<file path="config.mk">
export PLATFORM = sky130hd
export DESIGN_NAME = mc
export DESIGN_NICKNAME = d
export VERILOG_FILES = /design/src/rtl/mc.sv
export SDC_FILE = /design/constraint.sdc
export NUM_CORES = 1
export LEC_CHECK = 0
export CORE_ASPECT_RATIO = 1.1
export CORE_UTILIZATION = 58
export CTS_CLUSTER_SIZE = 8
export DETAILED_ROUTE_END_ITERATION = 8
export DONT_BUFFER_PORTS = 1
export GPL_ROUTABILITY_DRIVEN = 1
export HOLD_SLACK_MARGIN = 0.12
export PLACE_DENSITY_LB_ADDON = 0.08
export SYNTH_ARGS = -nofsm -noshare
export SYNTH_HDL_FRONTEND = slang
export SYNTH_SLANG_ARGS = --single-unit
</file>
<file path="constraint.sdc">
create_clock -name clk -period 3.58 [get_ports clk]
set_input_delay 0.716 -clock clk [delete_from_list [all_inputs] [get_ports clk]]
set_output_delay 0.716 -clock clk [all_outputs]
set_load 0.02 [all_outputs]
</file>
<file path="src/rtl/mc.sv">
// rtl/mc.sv - arbitrates IC byte fetches and LS multi-byte load/store onto one byte-wide sync RAM.
// Optional store stall on a full IO region is enabled by defining MC_IO_STALL_EN.
module mc #(
    parameter int ADD_W     = 32,
    parameter int RAM_ADD_W = 18
) (
    input  logic                 clk,
    input  logic                 rst,
    input  logic                 en,
    input  logic                 iIC_En,
    input  logic [ADD_W-1:0]     iIC_Add,
    output logic                 oIC_En,
    output logic [7:0]           oIC_Dat,
    input  logic                 iLS_En,
    input  logic                 iLS_Wr,
    input  logic [1:0]           iLS_Len,
    input  logic [ADD_W-1:0]     iLS_Add,
    input  logic [31:0]          iLS_Dat,
    output logic                 oLS_En,
    output logic [31:0]          oLS_Dat,
    output logic                 oRAM_Wr,
    output logic [RAM_ADD_W-1:0] oRAM_Add,
    output logic [7:0]           oRAM_Dat,
    input  logic [7:0]           iRAM_Dat
`ifdef MC_IO_STALL_EN
    ,
    input  logic                 iIO_Full
`endif
);
    typedef enum logic [1:0] {IDLE, RD, WR} state_t;

    state_t                 state, state_nx;
    logic                   ic_pend, ls_pend, ls_wr, cur_ls, wr_q, ic_en_q, ls_en_q, v1;
    logic [RAM_ADD_W-1:0]   ic_add, ls_add, cur_add, ram_add_q;
    logic [1:0]             ls_len;
    logic [31:0]            ls_dat, cur_dat, ld_buf, ld_word, ls_dat_q;
    logic [2:0]             cur_n, ai, ci, d1, ci_nx, ai_nx, ai_p1;
    logic [7:0]             ic_dat_q, ram_dat_q;
    logic                   sel_ls, sel_ic, cap, rd_done, wr_last, wr_step, io_stall;
    logic                   unused_add;

    assign unused_add = ^{iIC_Add[ADD_W-1:RAM_ADD_W], iLS_Add[ADD_W-1:RAM_ADD_W]};

`ifdef MC_IO_STALL_EN
    assign io_stall = iIO_Full && (ram_add_q[17:16] == 2'b11);
`else
    assign io_stall = 1'b0;
`endif

    function automatic logic [2:0] len_bytes(input logic [1:0] len);
        case (len)
            2'd0:    return 3'd1;
            2'd1:    return 3'd2;
            default: return 3'd4;
        endcase
    endfunction

    // d1/v1 shadow the RAM pipeline on every clock (even frozen ones): they name the
    // index whose byte is on iRAM_Dat now. A capture only happens when that index is the
    // next lane wanted; otherwise the wanted address is re-presented, which recovers after en=0.
    always_comb begin
        state_nx = state;
        sel_ls   = (state == IDLE) && ls_pend;
        sel_ic   = (state == IDLE) && !ls_pend && ic_pend;
        cap      = (state == RD) && v1 && (d1 == ci);
        ci_nx    = ci + {2'b00, cap};
        rd_done  = cap && (ci_nx == cur_n);
        ai_p1    = ai + 3'd1;
        ai_nx    = ci_nx;
        if (ai == ci_nx)
            ai_nx = (ai_p1 < cur_n) ? ai_p1 : ai;
        wr_last  = (ai_p1 == cur_n);
        wr_step  = (state == WR) && !io_stall;
        ld_word  = ld_buf;
        ld_word[{ci[1:0], 3'b000} +: 8] = iRAM_Dat;
        case (state)
            IDLE: begin
                if (sel_ls)      state_nx = ls_wr ? WR : RD;
                else if (sel_ic) state_nx = RD;
            end
            RD:      if (rd_done) state_nx = IDLE;
            WR:      if (wr_step && wr_last) state_nx = IDLE;
            default: state_nx = IDLE;
        endcase
    end

    always_ff @(posedge clk or negedge rst) begin
        if (!rst)     state <= IDLE;
        else if (en)  state <= state_nx;
    end

    always_ff @(posedge clk or negedge rst) begin
        if (!rst) begin
            ic_pend <= 1'b0; ls_pend <= 1'b0; ls_wr <= 1'b0; cur_ls <= 1'b0;
            wr_q <= 1'b0; ic_en_q <= 1'b0; ls_en_q <= 1'b0; v1 <= 1'b0;
            ic_add <= '0; ls_add <= '0; cur_add <= '0; ram_add_q <= '0;
            ls_len <= 2'd0; ls_dat <= '0; cur_dat <= '0; ld_buf <= '0; ls_dat_q <= '0;
            cur_n <= 3'd0; ai <= 3'd0; ci <= 3'd0; d1 <= 3'd0;
            ic_dat_q <= 8'd0; ram_dat_q <= 8'd0;
        end else begin
            v1 <= (state == RD);
            d1 <= ai;
            if (en) begin
                ic_en_q <= 1'b0;
                ls_en_q <= 1'b0;
                if (sel_ic) ic_pend <= 1'b0;
                else if (iIC_En && !ic_pend) begin
                    ic_pend <= 1'b1;
                    ic_add  <= iIC_Add[RAM_ADD_W-1:0];
                end
                if (sel_ls) ls_pend <= 1'b0;
                else if (iLS_En && !ls_pend) begin
                    ls_pend <= 1'b1;
                    ls_wr   <= iLS_Wr;
                    ls_len  <= iLS_Len;
                    ls_add  <= iLS_Add[RAM_ADD_W-1:0];
                    ls_dat  <= iLS_Dat;
                end
                if (sel_ls || sel_ic) begin
                    ai        <= 3'd0;
                    ci        <= 3'd0;
                    ld_buf    <= '0;
                    cur_ls    <= sel_ls;
                    cur_add   <= sel_ls ? ls_add : ic_add;
                    ram_add_q <= sel_ls ? ls_add : ic_add;
                    cur_n     <= sel_ls ? len_bytes(ls_len) : 3'd1;
                    cur_dat   <= ls_dat;
                    if (sel_ls && ls_wr) begin
                        wr_q      <= 1'b1;
                        ram_dat_q <= ls_dat[7:0];
                    end
                end
                if (state == RD) begin
                    ci <= ci_nx;
                    if (cap) ld_buf[{ci[1:0], 3'b000} +: 8] <= iRAM_Dat;
                    if (rd_done) begin
                        if (cur_ls) begin
                            ls_en_q  <= 1'b1;
                            ls_dat_q <= ld_word;
                        end else begin
                            ic_en_q  <= 1'b1;
                            ic_dat_q <= iRAM_Dat;
                        end
                    end else begin
                        ai        <= ai_nx;
                        ram_add_q <= cur_add + RAM_ADD_W'(ai_nx);
                    end
                end
                if (wr_step) begin
                    if (wr_last) begin
                        wr_q    <= 1'b0;
                        ls_en_q <= 1'b1;
                    end else begin
                        ai        <= ai_p1;
                        ram_add_q <= cur_add + RAM_ADD_W'(ai_p1);
                        ram_dat_q <= cur_dat[{ai_p1[1:0], 3'b000} +: 8];
                    end
                end
            end
        end
    end

    assign oIC_En   = ic_en_q;
    assign oIC_Dat  = ic_dat_q;
    assign oLS_En   = ls_en_q;
    assign oLS_Dat  = ls_dat_q;
    assign oRAM_Wr  = wr_q && en && !io_stall;
    assign oRAM_Add = ram_add_q;
    assign oRAM_Dat = ram_dat_q;
endmodule

</file>
==> Word-level counts from Yosys, hierarchy flattened <==
Index checks and enable logic that the tools add are counted.
{ "word_totals": {"regBits": 240, "in_bits": 112, "output_inout_bits": 69, "elab_cells": 123} }
{ "op_classes": {"addsub": 5, "order_cmp": 1, "eq_ne": 10, "shifts": 3, "mux": 49, "bitwise": 3, "reduce_logical": 28} }
{ "ops": {"columns": ["operator", "count"], "rows": [
  ["$mux 32", 4],
  ["$mux 18", 6],
  ["$bwmux 32", 2],
  ["$add 18x3->18", 2],
  ["$mux 8", 4],
  ["$shift 8x7->32 const A", 1],
  ["$shiftx 32x6->8", 1],
  ["$shiftx 8x7->32", 1],
  ["$mux 3", 10],
  ["$mux 1", 16],
  ["$eq 3x3->1", 4],
  ["$reduce_and 4->1", 3],
  ["$logic_and 1x1->1", 11],
  ["$mux 2", 5],
  ["$reduce_and 2->1", 4],
  ["$neg 5->7", 1],
  ["$pmux 2 s3", 1],
  ["$pmux 3 s2", 1],
  ["$reduce_and 3->1", 2],
  ["$reduce_bool 2->1", 3],
  ["$eq 2x1->1 const B", 2],
  ["$logic_not 2->1", 2],
  ["$add 3x1->3", 1],
  ["$add 3x1->3 const B", 1],
  ["other kinds (8)", 11]
]} }

==> Longest topological paths before layout <==
{ "logic_depth": {"depth_word": 11, "mapped_depth": 19, "ltp_nobuf": 18} }

==> Worst setup path before layout <==
No wires, ideal clock.
{ "synth_timing": {"path_kind": "register to register", "from": "register ci[2]", "to": "register ram_add_q[17] (netlist: oRAM_Add[17])", "setup_time_ns": 0.136, "t_arrival_ns": 3.604, "required_ns": 3.444, "path_slack_ns": -0.161, "path_stages_with_launch": 16, "path_buffers": 0, "synth_period_minus_slack_ns": 3.741, "cell_sequence": "dfrtp_1 -> xor2_1 -> nor4_4 -> ha_1 -> ha_1 -> xor2_1 -> nor3_1 -> mux2i_1 -> inv_1 -> ha_1 -> a21o_1 -> a21oi_1 -> nor3_1 -> xor2_1 -> a21oi_1 -> o21ai_0"} }
{ "synth_via": {"elab_chain_len": 10, "elab_cells_between_ends": 12, "classes_between": "add/sub (2); eq/ne (3); mux (5); reduce/logical (2)"} }
{ "synth_lines": {"columns": ["item", "line", "rtl"], "rows": [
  ["start: declaration", "37", "logic [2:0] cur_n, ai, ci, d1, ci_nx, ai_nx, ai_p1;"],
  ["start signal: assignment", "134", "ci <= ci_nx;"],
  ["$eq 3x3->1", "65", "cap = (state == RD) && v1 && (d1 == ci);"],
  ["$logic_and 1x1->1", "65", null],
  ["$add 3x1->3", "66", "ci_nx = ci + {2'b00, cap};"],
  ["$eq 3x3->1", "70", "if (ai == ci_nx)"],
  ["$mux 3", "70", null],
  ["$add 18x3->18", "146", "ram_add_q <= cur_add + RAM_ADD_W'(ai_nx);"],
  ["$mux 18 (*)", "136", "if (rd_done) begin"],
  ["$mux 18 (*)", "133", "if (state == RD) begin"],
  ["$mux 18", "150", "if (wr_last) begin"],
  ["$mux 18 (*)", "149", "if (wr_step) begin"],
  ["end signal: assignment", "125", "ram_add_q <= sel_ls ? ls_add : ic_add;"],
  ["end signal: assignment", "146", null],
  ["end signal: assignment", "155", "ram_add_q <= cur_add + RAM_ADD_W'(ai_p1);"],
  ["end: declaration", "34", "logic [RAM_ADD_W-1:0] ic_add, ls_add, cur_add, ram_add_q;"]
]} }
Mark *: on every way between the ends. The rest lies on a longest branch, timed or not.
A chain may end at the register's enable or synchronous reset.

==> Worst setup path in the final report <==
{ "layout_timing": {"from": "register ci[2]", "to": "register ram_add_q[4] (netlist: oRAM_Add[4])"} }
Same word-level chain as after synthesis.

==> metrics.md <==
| Metric | Value |
|---|---|
| Status | finished with violations |
| Failing checks | hold timing |
| Clock power frac | 25.0% |
| Crit. End Element | flip-flop |
| Fin. max-slew vios | 0 |
| Final wirelength | 24,880 um |
| Die Span Y | 148.0 um |
| Top Layer Used | met4 |
| Die area | 19,950 um^2 |
| Number of H-tree levels | 2 |
| EDFF count, synth | 0 |
| Area Overhead vs Synth | 12.66% |
| Global-route wire length before repair | 40,470 um |
| Net Sw Frac | 36.10% |
| Synth Net Count | 1,183 |
| Worst EP required | 3.95 ns |
| Ys Warns | 0 |
| Final setup vio count | 0 |
| Worst clock skew | 0.01042 ns |
| Unrepaired setup endpoints after global routing | yes |
| Clk_lat worst skew | 0.49 ns |
| Row count | 53 |
| Post-synthesis cell count | 1,052 |
| Final instance area | 12,670 um^2 |
| Post-synth ARST share | 100.0% |
| Pwr dens | 905.8 nW/um^2 |
| Internal power | 7.333 mW |
| Placed cell area | 11,630 um^2 |
| Peak supply drop | 0.5374 mV |
| Routed wl met3 | 1423 um |
| Seq/Total Area, Yosys | 53.40% |
| Synth area leaders | dfrtp_1 (53%), mux2_2 (9.0%), nand2_1 (5.7%) |
| Slew HR | 36.92% |
| Post-route ant nets | 0 |
| Die X | 134.8 um |
| Crit Path Category | reg -> reg |
| Buffers on Ports | 0 |
| Layout cell share with drive strength beyond 1 | 19.55% |
| Reg power frac | 40.9% |
| Combinational power share | 34.1% |
| Distinct cells, synth | 56 |
| Net Sw Power | 4.143 mW |
| Hold_ws | -0.07658 ns |
| Clock Path Buffers | 3 |
| Synthesized area | 11,250 um^2 |
| # Max-Cap Violations | 0 |
| CTS tree | yes |
| Initial antenna violation count | 1 |
| M1 wire length | 10,580 um |
| Detailed Place HPWL | 16,310 um |
| Core Region | 19,030 um^2 |
| Initial Util | 59.09% |
| Tcrit/Tclk final | 98.24% |
| CTS Sinks | 240 |
| Iteration-0 DRC Markers | 413 |
| Via/cell ratio | 5.927 |
| Io pins | 181 |
| Vias | 7,776 |
| Worst min path class | in -> async |
| Startpoint types | flip-flop |
| Fin crit period | 3.517 ns |
| Clk root buf | clkbuf_16 |
| Mean area per synthesized cell | 10.69 um^2 |
| Endpoints failing hold | 179 |
| Final core occ | 66.57% |
| Yosys top cell area share | 53.40% |
| WL met2 | 12,070 um |
| Cell taking the most area after synthesis | dfrtp_1 |
| Synth Register Bits | 240 |
| Fmax | 284.3 MHz |
| Vias in the first global route | 7,677 |
| Top_reg_cell synth | dfrtp_1 |
| Router iterations before antenna repair | 5 |
| WP data arrival | 3.89 ns |
| GP Congestion | 0.8207 |
| Wire per inst | 18.96 um |
| TritonCTS buffer count | 35 |
| Clock-pin slew on the worst setup and hold paths | 0.05 ns |
| Remaining routing DRC violations | 0 |
| CP max FO | 3 |
| Nets@finish | 1,194 |
| Total track usage | 25.95% |
| Largest net degree at the start of global routing | 241 |
| Grt ovf | 0 |
| Worst-Margin Slew | 0.9433 ns |
| Cell leakage power | 5.730 nW |
## worst paths after layout
kind | start | to | slack, ns | depth (start not counted)
min in group clk | en | oRAM_Dat[7]$_DFFE_PN0P_ | 0.33 | 1
max reg2reg | ci[2]$_DFFE_PN0P_ | oRAM_Add[4]$_DFFE_PN0P_ | 0.06 | 17
min | rst | oLS_Dat[18]$_DFFE_PN0P_ | -0.08 | 0
max in group asynchronous | rst | ls_dat[23]$_DFFE_PN0P_ | 3.29 | 0
max | ci[2]$_DFFE_PN0P_ | oRAM_Add[4]$_DFFE_PN0P_ | 0.06 | 17
min reg2reg | ls_dat[24]$_DFFE_PN0P_ | cur_dat[24]$_DFFE_PN0P_ | 0.46 | 2
## worst max-delay path, stage by stage (launching register included)
cell and delay [ns]:
dfrtp_1 0.40, xor2_2 0.20, nor4_4 0.29, ha_2 0.23, ha_4 0.21, xor2_4 0.16
nor3_4 0.20, nor2_1 0.07, a21oi_2 0.16, ha_2 0.21, inv_2 0.04, fa_2 0.36
nor2b_4 0.13, buf_4 0.12, o21ai_1 0.06, xor2_1 0.17, a221oi_2 0.08, mux2_4 0.28
## cell families after synthesis
logic type | Yosys count | share of synthesized area, %
multiplexers | 114 | 11.37
buffers and inverters | 79 | 3.115
XOR/XNOR | 44 | 3.427
AO/OA/AOI/OAI | 245 | 13.73
flip-flops | 240 | 53.40
AND/OR/NAND/NOR | 311 | 12.71
adder cells (fa/ha/maj) | 19 | 2.247
## cells in the mapped netlist (3+ instances only)
cell type	count
o21ai_0	71
buf_6	5
nor3_1	10
a31oi_1	4
and3_1	7
ha_1	17
nand4_1	4
buf_1	15
clkbuf_1	36
nand3_1	9
a21oi_1	64
xor2_1	30
and2_1	4
a211oi_1	16
o22a_1	3
a21o_1	4
nand2b_1	3
o22ai_1	11
buf_2	11
o31ai_1	3
a22o_1	33
xnor2_1	14
mux2_2	90
nand2_1	171
o211ai_1	4
nor2b_1	37
a22oi_1	12
dfrtp_1	240
nor2_1	49
nand3b_1	3
o21ai_1	8
mux2i_1	22
o2bb2ai_1	4
inv_1	9
## layout make-up
cell class	count	area [um^2]
inverters	10	37.54
flip-flops and latches	240	6007
clock buffers	38	929.6
well taps	247	309.0
fillers	1479	6362
diodes	1	2.502
multi-input cells	733	5049
repair buffers	43	335.3
## layer usage
layer / track usage [%] / vias up
met5: 0 / -
li1: - / 3687
met3: 5.041 / 56
met1: 34.14 / 3810
met4: 9.888 / 0
met2: 42.50 / 223
## power groups by stage
| stage | Combinational, mW | Sequential [mW] | Clock [mW] |
|---|---|---|---|
| after detailed placement | 3.78 | 4.75 | 0 |
| after global routing | 4.35 | 4.84 | 3.06 |
| final | 3.91 | 4.70 | 2.87 |
| after CTS | 3.84 | 4.71 | 2.94 |
| after floorplan | 2.96 | 4.48 | 0 |
| after global placement | 3.69 | 4.72 | 0 |
## metrics by stage
stage            TNS, ns  total power, mW  hold WS (ns)  setup WS [ns]  instances
2_1_floorplan          0            7.445        0.4014        0.02401       1052
3_3_place_gp    -0.07016            8.408        0.4260       -0.02791       1271
3_5_place_dp     -0.1458            8.521        0.4251       -0.06755       1271
4_1_cts        -0.005273            11.49      -0.09137      -0.005273       1310
5_1_grt           -1.319            12.24      -0.09528        -0.1442       1312
6_report               0            11.48      -0.07658        0.06283       1312
## cells in the final DEF, fill, tap and decap left out, types with 12 or more instances in the layout
master / instances
dfrtp_1: 239
a22oi_1: 12
a22o_1: 33
nor2b_1: 35
nor2_1: 46
buf_4: 42
a21oi_1: 62
xor2_1: 27
o21ai_0: 68
nand2_1: 171
mux2i_1: 21
a211oi_1: 15
mux2_2: 89
xnor2_1: 12
ha_1: 14
clkbuf_16: 37
## flip-flops by register name, indices dropped and copies added (netlist names), 8 cells and up
register,flops
ld_buf,32
cur_dat,32
ls_dat,32
cur_add,18
oRAM_Add,18
oLS_Dat,32
oIC_Dat,8
oRAM_Dat,8
ls_add,18
ic_add,18
## what timing repair did
item                       4_1_cts  5_1_grt
pin swaps                        2       12
gates resized for setup          6       15
hold endpoints to repair       240      240
setup endpoints to repair        8       15
setup buffers                    1        1
(Power assumes the default switching activity.)
